### src/rtl/regfile_wb_arbiter_if.sv
// Writeback bus between the NREQ requesters / decode stage and the register-file write arbiter.
interface regfile_wb_arbiter_if #(
    parameter int NREQ = 4,
    parameter int DW   = 32,
    parameter int AW   = 5,
    parameter int IDW  = 2
);
    logic [NREQ-1:0]    req_valid;
    logic [NREQ-1:0]    req_ready;
    logic [NREQ*AW-1:0] req_rd;
    logic [NREQ*DW-1:0] req_data;
    logic [AW-1:0]      Ra;
    logic [AW-1:0]      Rb;
    logic               hazA;
    logic               hazB;
    logic               WE;
    logic [AW-1:0]      Rw;
    logic [DW-1:0]      busW;
    logic [IDW-1:0]     grant_id;
    logic [31:0]        wr_count;

    modport master (
        output req_valid, req_rd, req_data, Ra, Rb,
        input  req_ready, hazA, hazB, WE, Rw, busW, grant_id, wr_count
    );

    modport slave (
        input  req_valid, req_rd, req_data, Ra, Rb,
        output req_ready, hazA, hazB, WE, Rw, busW, grant_id, wr_count
    );
endinterface

### src/rtl/regfile_wb_arbiter.sv
// Round-robin arbiter for the register file write port, with RAW hazard flags for Ra/Rb.
// Optional WB_ZERO_FILTER_EN: rd==0 requests are accepted at once and never reach the write port.
module regfile_wb_lane #(
    parameter int AW = 5
) (
    input  logic          valid,
    input  logic [AW-1:0] rd,
    input  logic [AW-1:0] Ra,
    input  logic [AW-1:0] Rb,
    output logic          isZero,
    output logic          matchA,
    output logic          matchB
);
    assign isZero = (rd == '0);
    assign matchA = valid && (Ra != '0) && (rd == Ra);
    assign matchB = valid && (Rb != '0) && (rd == Rb);
endmodule

module regfile_wb_arbiter #(
    parameter int NREQ = 4,
    parameter int DW   = 32,
    parameter int AW   = 5,
    parameter int IDW  = 2
) (
    input  logic                 CLK,
    input  logic                 RST,
    regfile_wb_arbiter_if.slave  bus
);
    logic [NREQ-1:0][AW-1:0] rdLane;
    logic [NREQ-1:0][DW-1:0] dataLane;
    logic [NREQ-1:0]         zeroMask, hitA, hitB, eligible, readyV;
    logic [IDW-1:0]          ptr, winIdx;
    logic                    winFound;

    for (genvar g = 0; g < NREQ; g++) begin : gLane
        assign rdLane[g]   = bus.req_rd[g*AW +: AW];
        assign dataLane[g] = bus.req_data[g*DW +: DW];
        regfile_wb_lane #(.AW(AW)) uLane (
            .valid  (bus.req_valid[g]),
            .rd     (rdLane[g]),
            .Ra     (bus.Ra),
            .Rb     (bus.Rb),
            .isZero (zeroMask[g]),
            .matchA (hitA[g]),
            .matchB (hitB[g])
        );
    end

`ifdef WB_ZERO_FILTER_EN
    assign eligible = bus.req_valid & ~zeroMask;
`else
    assign eligible = bus.req_valid;
`endif

    // Scan starts at ptr and wraps, so the last winner becomes lowest priority.
    always_comb begin
        winFound = 1'b0;
        winIdx   = '0;
        for (int k = 0; k < NREQ; k++) begin
            if (!winFound && eligible[(int'(ptr) + k) % NREQ]) begin
                winFound = 1'b1;
                winIdx   = IDW'((int'(ptr) + k) % NREQ);
            end
        end
    end

    always_comb begin
        readyV = '0;
        if (!RST) begin
            if (winFound) readyV[winIdx] = 1'b1;
`ifdef WB_ZERO_FILTER_EN
            readyV = readyV | (bus.req_valid & zeroMask);
`endif
        end
    end

    assign bus.req_ready = readyV;
    assign bus.hazA      = |hitA;
    assign bus.hazB      = |hitB;

    // Write is registered so it is stable across the register file's negedge.
    always_ff @(posedge CLK) begin
        if (RST) begin
            bus.WE       <= 1'b0;
            bus.Rw       <= '0;
            bus.busW     <= '0;
            bus.grant_id <= '0;
            bus.wr_count <= '0;
            ptr          <= '0;
        end else if (winFound) begin
            bus.WE       <= 1'b1;
            bus.Rw       <= rdLane[winIdx];
            bus.busW     <= dataLane[winIdx];
            bus.grant_id <= winIdx;
            bus.wr_count <= bus.wr_count + 32'd1;
            ptr          <= (winIdx == IDW'(NREQ - 1)) ? '0 : winIdx + 1'b1;
        end else begin
            bus.WE       <= 1'b0;
        end
    end
endmodule

### src/flat_wrapper.sv
// flat-port wrapper written by rule: the top's interface ports become plain ports
module regfile_wb_arbiter_flat 
#(
    parameter int NREQ = 4,
    parameter int DW   = 32,
    parameter int AW   = 5,
    parameter int IDW  = 2
)
  (CLK, RST, bus_req_valid, bus_req_rd, bus_req_data, bus_Ra, bus_Rb, bus_req_ready, bus_hazA, bus_hazB, bus_WE, bus_Rw, bus_busW, bus_grant_id, bus_wr_count);
  regfile_wb_arbiter_if #(.NREQ(NREQ), .DW(DW), .AW(AW), .IDW(IDW)) bus_i ();
  input  logic CLK;
  input  logic RST;
  input wire logic [$bits(bus_i.req_valid)-1:0] bus_req_valid;
  input wire logic [$bits(bus_i.req_rd)-1:0] bus_req_rd;
  input wire logic [$bits(bus_i.req_data)-1:0] bus_req_data;
  input wire logic [$bits(bus_i.Ra)-1:0] bus_Ra;
  input wire logic [$bits(bus_i.Rb)-1:0] bus_Rb;
  output wire logic [$bits(bus_i.req_ready)-1:0] bus_req_ready;
  output wire logic [$bits(bus_i.hazA)-1:0] bus_hazA;
  output wire logic [$bits(bus_i.hazB)-1:0] bus_hazB;
  output wire logic [$bits(bus_i.WE)-1:0] bus_WE;
  output wire logic [$bits(bus_i.Rw)-1:0] bus_Rw;
  output wire logic [$bits(bus_i.busW)-1:0] bus_busW;
  output wire logic [$bits(bus_i.grant_id)-1:0] bus_grant_id;
  output wire logic [$bits(bus_i.wr_count)-1:0] bus_wr_count;
  assign bus_i.req_valid = bus_req_valid;
  assign bus_i.req_rd = bus_req_rd;
  assign bus_i.req_data = bus_req_data;
  assign bus_i.Ra = bus_Ra;
  assign bus_i.Rb = bus_Rb;
  assign bus_req_ready = bus_i.req_ready;
  assign bus_hazA = bus_i.hazA;
  assign bus_hazB = bus_i.hazB;
  assign bus_WE = bus_i.WE;
  assign bus_Rw = bus_i.Rw;
  assign bus_busW = bus_i.busW;
  assign bus_grant_id = bus_i.grant_id;
  assign bus_wr_count = bus_i.wr_count;
  regfile_wb_arbiter #(.NREQ(NREQ), .DW(DW), .AW(AW), .IDW(IDW)) u_core (.CLK(CLK), .RST(RST), .bus(bus_i));
endmodule
### config.mk
export PLATFORM = sky130hd
export DESIGN_NAME = regfile_wb_arbiter_flat
export DESIGN_NICKNAME = d
export VERILOG_FILES = /design/src/rtl/regfile_wb_arbiter_if.sv /design/src/rtl/regfile_wb_arbiter.sv /design/src/flat_wrapper.sv
export SDC_FILE = /design/constraint.sdc
export NUM_CORES = 1
export LEC_CHECK = 0
export CAP_MARGIN = 20
export CORE_AREA = 5 5 151 117
export CTS_CLUSTER_DIAMETER = 100
export CTS_CLUSTER_SIZE = 8
export DETAILED_ROUTE_END_ITERATION = 16
export DIE_AREA = 0 0 156 122
export PLACE_DENSITY = 0.62
export SETUP_SLACK_MARGIN = 0.5
export SLEW_MARGIN = 40
export SYNTH_ARGS = -nofsm -noshare
export SYNTH_HDL_FRONTEND = slang
export SYNTH_SLANG_ARGS = --single-unit
### constraint.sdc
create_clock -name CLK -period 5.7 [get_ports CLK]
set_input_delay 0.57 -clock CLK [delete_from_list [all_inputs] [get_ports CLK]]
set_output_delay 0.57 -clock CLK [all_outputs]
set_load 0.05 [all_outputs]
### After elaboration in Yosys (flattened, before gate mapping)

Index checks and enable logic that the tools add are counted.

| storage, ports and cells | value |
|---|---|
| bits in registers | 74 |
| latch bits | 0 |
| RAM bits | 0 |
| bits in read-only memories | 0 |
| input port bits | 164 |
| memories kept | 0 |

| operators by class | value |
|---|---|
| add/sub/neg operators | 5 |
| multipliers | 0 |
| div/mod/pow operators | 0 |
| order comparisons | 6 |
| equality and inequality tests | 9 |
| shifts and indexed selects | 0 |
| multiplexer cells | 29 |
| bitwise logic cells | 3 |
| reductions and logical operators | 30 |

Operators by type and width:

| cell | number |
|---|---|
| $bmux 32 s2 | 1 |
| $eq 5x5->1 | 8 |
| $add 32x1->32 const B | 1 |
| $mux 32 | 1 |
| $logic_and 1x1->1 | 20 |
| $mux 1 | 13 |
| $lt 3x4->1 const B | 3 |
| $bmux 5 s2 | 1 |
| $mux 2 | 5 |
| $reduce_bool 5->1 | 2 |
| $bmux 1 s2 | 4 |
| $mux 4 | 2 |
| $reduce_or 4->1 | 2 |
| $lt 2x3->1 const B | 2 |
| $reduce_or 2->1 | 3 |
| $mux 5 | 1 |
| $add 2x1->2 const B | 2 |
| $add 2x2->2 const B | 2 |
| $and 1x1->1 const A | 3 |
| $logic_not 1->1 | 3 |
| $demux 1 s2 | 1 |
| $eq 2x2->1 const B | 1 |
| $ge 2x1->1 const B | 1 |

### Logic depth before layout (Yosys ltp)

Gate-level depths: netlist of the first run.

| logic depth | value |
|---|---|
| depth in word-level cells | 20 |
| gate-level depth with buffers | 11 |
| gate-level depth less buffers | 7 |

### Modules after synthesis

A second synthesis of the first run with hierarchy kept.

| unflattened totals | value |
|---|---|
| cells, all modules | 534 |
| area total of the unflattened synthesis | 4499.3 sq um |

By module, submodules not included:

| module | times used | cells an instance | area an instance (sq um) |
|---|---|---|---|
| regfile_wb_arbiter | 1 | 446 | 3913.8 |
| regfile_wb_lane | 4 | 22 | 146.4 |

### Worst setup path before layout of the first run

OpenSTA, ideal clock, no wires.

| path | value |
|---|---|
| path type | input port to output port |
| start point | in bus_req_valid[0] |
| end point | out bus_req_ready[2] |
| arrival time | 2.401 ns |
| slack | 2.729 ns |
| stages on the path | 9 |
| buffers on the path | 4 |
| cells stage by stage | buf_2 > a21oi_1 > o21ai_0 > o2bb2a_1 > buf_2 > buf_4 > buf_2 > inv_1 > nor2_1 |

| on the way | value |
|---|---|
| word-level cells in the longest chain between the ends | 18 |
| elaborated cells between the ends (all ways) | 32 |
| classes of those cells | order compare (2); mux (23); reduce/logical (7) |

RTL lines:

| item | line | source |
|---|---|---|
| start, declared | flat_wrapper.sv:13 | `input wire logic [$bits(bus_i.req_valid)-1:0] bus_req_valid;` |
| $bmux 1 s2 | regfile_wb_arbiter.sv:60 | `if (!winFound && eligible[(int'(ptr) + k) % NREQ]) begin` |
| $mux 1 (implied by the code) | regfile_wb_arbiter.sv:60 |  |
| $mux 1 | regfile_wb_arbiter.sv:60 |  |
| $logic_not 1->1 | regfile_wb_arbiter.sv:60 |  |
| $logic_and 1x1->1 | regfile_wb_arbiter.sv:60 |  |
| $mux 1 | regfile_wb_arbiter.sv:60 |  |
| $logic_not 1->1 | regfile_wb_arbiter.sv:60 |  |
| $logic_and 1x1->1 | regfile_wb_arbiter.sv:60 |  |
| [... 2 more ...] | - |  |
| $logic_and 1x1->1 | regfile_wb_arbiter.sv:60 |  |
| $mux 2 | regfile_wb_arbiter.sv:60 |  |
| $lt 2x3->1 (implied by the code) / $ge 2x1->1 (equally long branches) | regfile_wb_arbiter.sv:70 | `if (winFound) readyV[winIdx] = 1'b1;` |
| $logic_and 1x1->1 (implied by the code) | regfile_wb_arbiter.sv:70 |  |
| $mux 1 (implied by the code) | regfile_wb_arbiter.sv:70 |  |
| $demux 1 s2 | - |  |
| $mux 4 * | regfile_wb_arbiter.sv:70 |  |
| $mux 4 * | regfile_wb_arbiter.sv:69 | `if (!RST) begin` |
| end, declared | flat_wrapper.sv:18 | `output wire logic [$bits(bus_i.req_ready)-1:0] bus_req_ready;` |

Every way passes the cells marked *; elsewhere a longest branch is shown, timed or not. The select of a mux whose other input is x is not followed.

### Final worst setup path of the first run

| path | value |
|---|---|
| start point | in bus_req_valid[0] |
| end point | out bus_req_ready[3] |

The elaborated chain is that of the path after synthesis.

==> results of run 1 <==
## cells in the final DEF (no fill, tap or decap), drive strengths merged
cell / count
a21o: 1
a21oi: 10
and2: 1
and3: 3
and4: 3
buf: 7
bufinv: 1
clkbuf: 13
clkdlybuf4s50: 241
clkinv: 1
dfxtp: 74
ha: 2
inv: 9
mux2i: 77
nand2: 51
nand2b: 1
nand3: 20
nand4: 9
nor2: 39
nor2b: 1
nor3: 6
nor3b: 1
nor4: 19
o21a: 2
o21ai: 5
o221ai: 37
o22ai: 1
o2bb2a: 1
o41ai: 1
or2: 1
or3: 4
or4: 3
or4b: 1
xnor2: 26
xor2: 42
## metal layers
| layer | up-vias | track usage (%) |
|---|---|---|
| met5 | - | 0 |
| met4 | 0 | 7.00 |
| li1 | 2191 | - |
| met1 | 2113 | 23.2 |
| met2 | 144 | 28.3 |
| met3 | 30 | 4.65 |
## through the flow
stage / instances / power [mW]
2_1_floorplan: 493 / 1.08
3_3_place_gp: 912 / 1.38
3_5_place_dp: 912 / 1.39
4_1_cts: 928 / 2.02
5_1_grt: 929 / 2.09
6_report: 929 / 2.00
## worst min path at each step
stage                                         from                                   to  slack, ns
3_3_place_gp      u_core.bus.busW[27]$_SDFFE_PP0N_     u_core.bus.busW[27]$_SDFFE_PP0N_       0.45
6_report       u_core.bus.grant_id[1]$_SDFFE_PP0N_  u_core.bus.grant_id[1]$_SDFFE_PP0N_       0.45
3_5_place_dp       u_core.bus.busW[2]$_SDFFE_PP0N_      u_core.bus.busW[2]$_SDFFE_PP0N_       0.45
2_1_floorplan           u_core.ptr[0]$_SDFFE_PP0N_           u_core.ptr[0]$_SDFFE_PP0N_       0.46
5_1_grt            u_core.bus.busW[2]$_SDFFE_PP0N_      u_core.bus.busW[2]$_SDFFE_PP0N_       0.49
4_1_cts        u_core.bus.grant_id[1]$_SDFFE_PP0N_  u_core.bus.grant_id[1]$_SDFFE_PP0N_       0.46
## sequential cells by signal (all words and copies together), names as in the netlist
register / flops
u_core.bus.busW: 32
u_core.bus.WE: 1
u_core.ptr: 2
u_core.bus.wr_count: 32
u_core.bus.Rw: 5
u_core.bus.grant_id: 2
## cells by family (layout without fill, tap and decap cells)
group,Yosys count,count (layout)
adder cells (fa/ha/maj),2,2
buffers and inverters,51,272
AND/OR/NAND/NOR,163,163
XOR/XNOR,68,68
AO/OA/AOI/OAI,58,58
flip-flops,74,74
multiplexers,77,77
## worst reg2reg max path, delay by kind of cell (launching register included)
kind / cells / cell delay [ns]
compound gates: 4 / 0.99
buf+inv: 2 / 0.71
flops: 1 / 0.39
mux: 1 / 0.34
## cell usage after synthesis
cell      number
nor2_1        39
xnor2_1       26
o22ai_1        1
and4_1         3
buf_1          1
dfxtp_1       74
a21oi_1       10
nor4_1        16
buf_2         16
o2bb2a_1       1
o21ai_0        5
nand3_1       20
nand4_1        9
nor4_4         1
nand2_1       51
a21o_1         1
buf_4          2
inv_1          8
nor2b_1        1
mux2i_1       77
and3_1         3
o221ai_1      37
or4b_1         1
or3_1          4
and2_1         1
xor2_1        42
buf_6          1
nor3_2         3
o21a_1         2
or4_1          3
clkbuf_1      23
or2_2          1
nor4_2         2
nand2b_1       1
ha_1           2
o41ai_2        1
nor3b_2        1
nor3_1         3
## layout make-up
class                   count  area, sq um
well taps                 215          269
clock inverters             3         43.8
inverters                   8         30.0
fillers                  1523         8970
flip-flops and latches     74         1480
repair buffers            248         2480
clock buffers              13          280
multi-input cells         368         2710
## power by group
part	total (mW)	switching, mW	internal, mW
Clock	0.614	0.226	0.388
Sequential	0.614	0.0358	0.578
Combinational	0.768	0.441	0.328
Total	2.00	0.702	1.29
==> impl_metrics.tcl, run 1 <==
set metrics [dict create \
    preCtsSetupSlack_ns 1.89 \
    synthesis.nets 659 \
    worstSetupPathDepth 7 \
    finalCritPeriodShare_pct 67.1 \
    ioPinCount 242 \
    cts_sinks 74 \
    syn_inst 493 \
    r2r-end "u_core.bus.busW[3]$_SDFFE_PP0N_" \
    synth_top_area_cell "dfxtp_1" \
    crit_fanout 28 \
    grt-ovfl-total 0 \
    dieArea_sq_um 19000 \
    fin_ws_ns 1.88 \
    worst_pin_slew_ns 0.766 \
    drt_wl_total_um 17000 \
    synth-seq-area-share_pct 33.8 \
    drive_gt1_share_pct 5.18 \
    wl_met2_um 8150 \
    die_x_um 156 \
    cp_slowest_cell "clkdlybuf4s50_1" \
    hp-class "reg2reg" \
    yosysWarnings 0 \
    critical_path.reg2reg.startpoint "u_core.ptr[1]$_SDFFE_PP0N_" \
    whs_ns 0.455 \
    port_buffers 241 \
    path_class "in2out" \
    hold_depth 2 \
    cts-root-buf "clkbuf_16" \
    dp_hpwl_um 13300 \
    diodes 0 \
    synthMuxAreaShare_pct 17.6 \
    fmax_mhz 262 \
    synth_top_family_by_area "simple AND/OR/NAND/NOR gates" \
    required_ns 5.13 \
    synth_xor_area_share_pct 13.6 \
    drt-wirelength-per-cell_um 18.3 \
    vdd_drop_max_mv 0.146 \
    antenna_found_initial 0 \
    slowest_delay_ns 0.83 \
    coreArea_sq_um 16300 \
    die_h_um 122 \
    ctsHtreeMaxLevel 3 \
    syn_to_final_growth_pct 66.4 \
    worstSetupEndpoint "bus_req_ready[3]" \
    min_period_ns 3.82 \
    drtIter0Drc 214 \
    grt_pass1_wl_um 26400 \
    met3_length_um 1050 \
    setup_viol 0 \
    ys_seq_elements 74 \
    synth_compound_area_share_pct 10.4 \
    drtAntennaViolNets 0 \
    dpl_cell_area_sq_um 6940 \
    final_util_pct 44.8 \
    gp_congestion 0.887 \
    cts_tree "yes" \
    rsz0062_at_grt "no" \
    finalHoldViolations 0 \
    cp-startpoint "bus_req_valid[0]" \
    placementRows 41 \
    drc 0 \
    worst-r2r-cell-count 7 \
    path_clk_slew_ns 0.06 \
    vias 4478 \
    yosys.area_share.simple_pct 18.9 \
    cpMostUsedCell "clkdlybuf4s50_1" \
    cp_top_family "buffers and inverters" \
    cts_resized 0 \
    vias_per_cell 4.82 \
    synthAdderAreaFrac_pct 0.571 \
    p_leak_nw 2.60 \
    critPathCaptureType "output pin" \
    drv_cap 0 \
    clk_path_buf_depth 2 \
    drv_slew 0 \
    power_density_nw_per_um2 274 \
    worst_clock_skew_ns 0.00611 \
    synthesis.area_sq_um 4380 \
    relSlewSlack_pct 48.9 \
    grt_start_max_net_pins 52 \
    postLayoutCellArea_sq_um 7290 \
    grt_usage_pct 17.8 \
    syn_avg_cell_area_sq_um 8.88 \
    start_util_pct 26.9 \
    cts_buffers 9 \
    hold_buffers 0 \
    arrival_ns 3.25 \
    finish.net_count 875 \
    fin_setup_tns_ns 0 \
    r2r_slack_ns 3.13 \
    status "finished, final reports clean" \
    synthTopCellsByArea "dfxtp_1 34%, mux2i_1 18%, xor2_1 8.4%, o221ai_1 7.4%, xnor2_1 5.2%" \
    first_global_vias 4629 \
    highest_layer "met4" \
    yosys.area.top_type_share_pct 33.8 \
    m1WireLength_um 7320 \
    path_cells "clkdlybuf4s50_1, a21oi_1, o21ai_0, o2bb2a_4, ha_1, and2_1, clkdlybuf4s50_1" \
    first_pass_iters 4 \
    synth_cell_types 38 \
    post_cts_buffers 0 \
    critPathBufInv 2 \
    critPathLaunchType "input pin" \
    clock_latency_ns 0.34 \
]
Note: power is estimated with default switching activity, not from simulation.
==> inputs of run 2 (changes only) <==
- PLACE_DENSITY: 0.62 -> 0.65
- clock period: 5.7 -> 3.4 ns (I/O delays scaled with it)
==> run 2 against run 1 <==
  * Setup slack got worse by 1.1 ns
  * Sequential power rose by 68%
  * Non-clock buffer count rose by 8
  * Count of clock-buffer cells in the layout fell by 4
  * Via count rose by 1.3%
  * Flip-flop and latch count did not move
  * Register-to-register slack got worse by 1.9 ns
  * Design area rose by 1.4%
  * Combinational power rose by 72%
  * Utilization rose by 0.62 points
  * Die area did not move
  * Critical endpoint is now bus_req_ready[0]
==> impl_metrics.tcl, run 2 (same netlist as run 1, synthesis figures left out) <==
set metrics [dict create \
    first_pass_iters 5 \
    die_x_um 156 \
    power_frac_seq_pct 30.8 \
    mostFrequentLayoutCell "clkdlybuf4s50_1" \
    cts-root-buf "clkbuf_16" \
    clk_path_buf_depth 2 \
    grt_usage_pct 17.1 \
    post_cts_buffers 0 \
    drt_wl_total_um 16700 \
    power_density_nw_per_um2 453 \
    die_h_um 122 \
    vias_per_cell 4.84 \
    pwr-share-comb_pct 39.5 \
    p_leak_nw 2.68 \
    drt-wirelength-per-cell_um 17.8 \
    drive_gt1_share_pct 6.79 \
    p_int_mw 2.13 \
    fmax_mhz 384 \
    drv_cap 0 \
    drtIter0Drc 266 \
    grt-ovfl-total 0 \
    relSlewSlack_pct 51.9 \
    final_util_pct 45.4 \
    min_period_ns 2.61 \
    hp-class "reg2reg" \
    hold_buffers 0 \
    finalHoldViolations 0 \
    ioPinCount 242 \
    cts_sinks 74 \
    finalCritPeriodShare_pct 76.6 \
    top_regs "u_core.bus.busW x32, u_core.bus.wr_count x32, u_core.bus.Rw x5" \
    swShare_pct 36.3 \
    port_buffers 241 \
    clkPwrFrac_pct 29.7 \
    worst_clock_skew_ns 0.00944 \
    path_clk_slew_ns 0.06 \
    cts_buffers 9 \
    diodes 0 \
    clock_latency_ns 0.34 \
    syn_to_final_growth_pct 68.7 \
    cts_tree "yes" \
    grt_pass1_wl_um 25600 \
    coreArea_sq_um 16300 \
    critPathCaptureType "output pin" \
    vdd_drop_max_mv 0.240 \
    grt_start_max_net_pins 39 \
    finish.net_count 883 \
    rsz0062_at_grt "no" \
    gp_congestion 0.911 \
    hold_depth 2 \
    first_global_vias 4742 \
    worst-r2r-cell-count 5 \
    fin_setup_tns_ns 0 \
    drc 0 \
    worst_pin_slew_ns 0.716 \
    dp_hpwl_um 13200 \
    ctsHtreeMaxLevel 3 \
    arrival_ns 2.27 \
    path_class "in2out" \
    final_cell_mix "235 x clkdlybuf4s50_1, 77 x mux2i_1, 74 x dfxtp_1" \
    vias 4538 \
    dieArea_sq_um 19000 \
    p_sw_mw 1.21 \
    required_ns 3.06 \
    crit_fanout 38 \
    placementRows 41 \
    status "finished, final reports clean" \
    critPathLaunchType "input pin" \
    drv_slew 0 \
    antenna_found_initial 0 \
    setup_viol 0 \
    start_util_pct 26.9 \
    drtAntennaViolNets 0 \
]
run 2: final timing paths:
kind / startpoint / endpoint / slack, ns
setup / recovery: bus_req_valid[1] / bus_req_ready[0] / 0.79
hold / removal: u_core.bus.busW[12]$_SDFFE_PP0N_ / u_core.bus.busW[12]$_SDFFE_PP0N_ / 0.46
setup reg to reg: u_core.bus.wr_count[0]$_SDFFE_PP0N_ / u_core.bus.wr_count[27]$_SDFFE_PP0N_ / 1.20
hold reg to reg: u_core.bus.busW[12]$_SDFFE_PP0N_ / u_core.bus.busW[12]$_SDFFE_PP0N_ / 0.46
run 2: through the flow:
stage / cell area, sq um / power (mW) / instances / worst slack (ns) / hold slack, ns
3_3_place_gp: 7070 / 2.36 / 921 / 0.520 / 0.444
4_1_cts: 7380 / 3.39 / 937 / 0.501 / 0.463
6_report: 7390 / 3.34 / 937 / 0.794 / 0.459
2_1_floorplan: 4380 / 1.81 / 493 / 0.889 / 0.428
3_5_place_dp: 7070 / 2.38 / 921 / 0.503 / 0.446
5_1_grt: 7390 / 3.50 / 937 / 0.674 / 0.492
run 2: critical path, stage by stage:
cell,delay (ns)
clkdlybuf4s50_1,0.63
a21oi_1,0.21
o21ai_0,0.11
o2bb2a_4,0.37
buf_12,0.29
nor2_1,0.12
buf_12,0.17
run 2: per-layer routing:
metal / share of wire, % / global-route usage [%] / vias up / wire length (um)
li1: - / - / 2216 / -
met3: 6.1 / 4.58 / 18 / 1020
met2: 48 / 28.4 / 151 / 8060
met4: 1.8 / 5.14 / 0 / 293
met5: 0 / 0 / - / 0
met1: 44 / 21.8 / 2153 / 7350
run 2: cell type report:
type                            instances  area (sq um)
Sequential cell                        74          1480
Multi-Input combinational cell        368          2710
Tap cell                              215           269
Timing Repair Buffer                  256          2590
Clock buffer                            9           225
Clock inverter                          7          82.6
Fill cell                            1548          8870
Inverter                                8          30.0
run 2: what timing repair did:
item,in CTS,in global routing
endpoints found under the hold margin,0,0
resized for setup,0,2
setup endpoints to repair,0,2
run 2: power groups by stage:
stage | clock [mW] | combinational (mW) | sequential (mW)
after floorplan | 0 | 0.442 | 1.37
final | 0.994 | 1.32 | 1.03
after global routing | 1.06 | 1.39 | 1.04
after global placement | 0 | 1.32 | 1.04
after CTS | 1.03 | 1.33 | 1.03
after detailed placement | 0 | 1.33 | 1.05
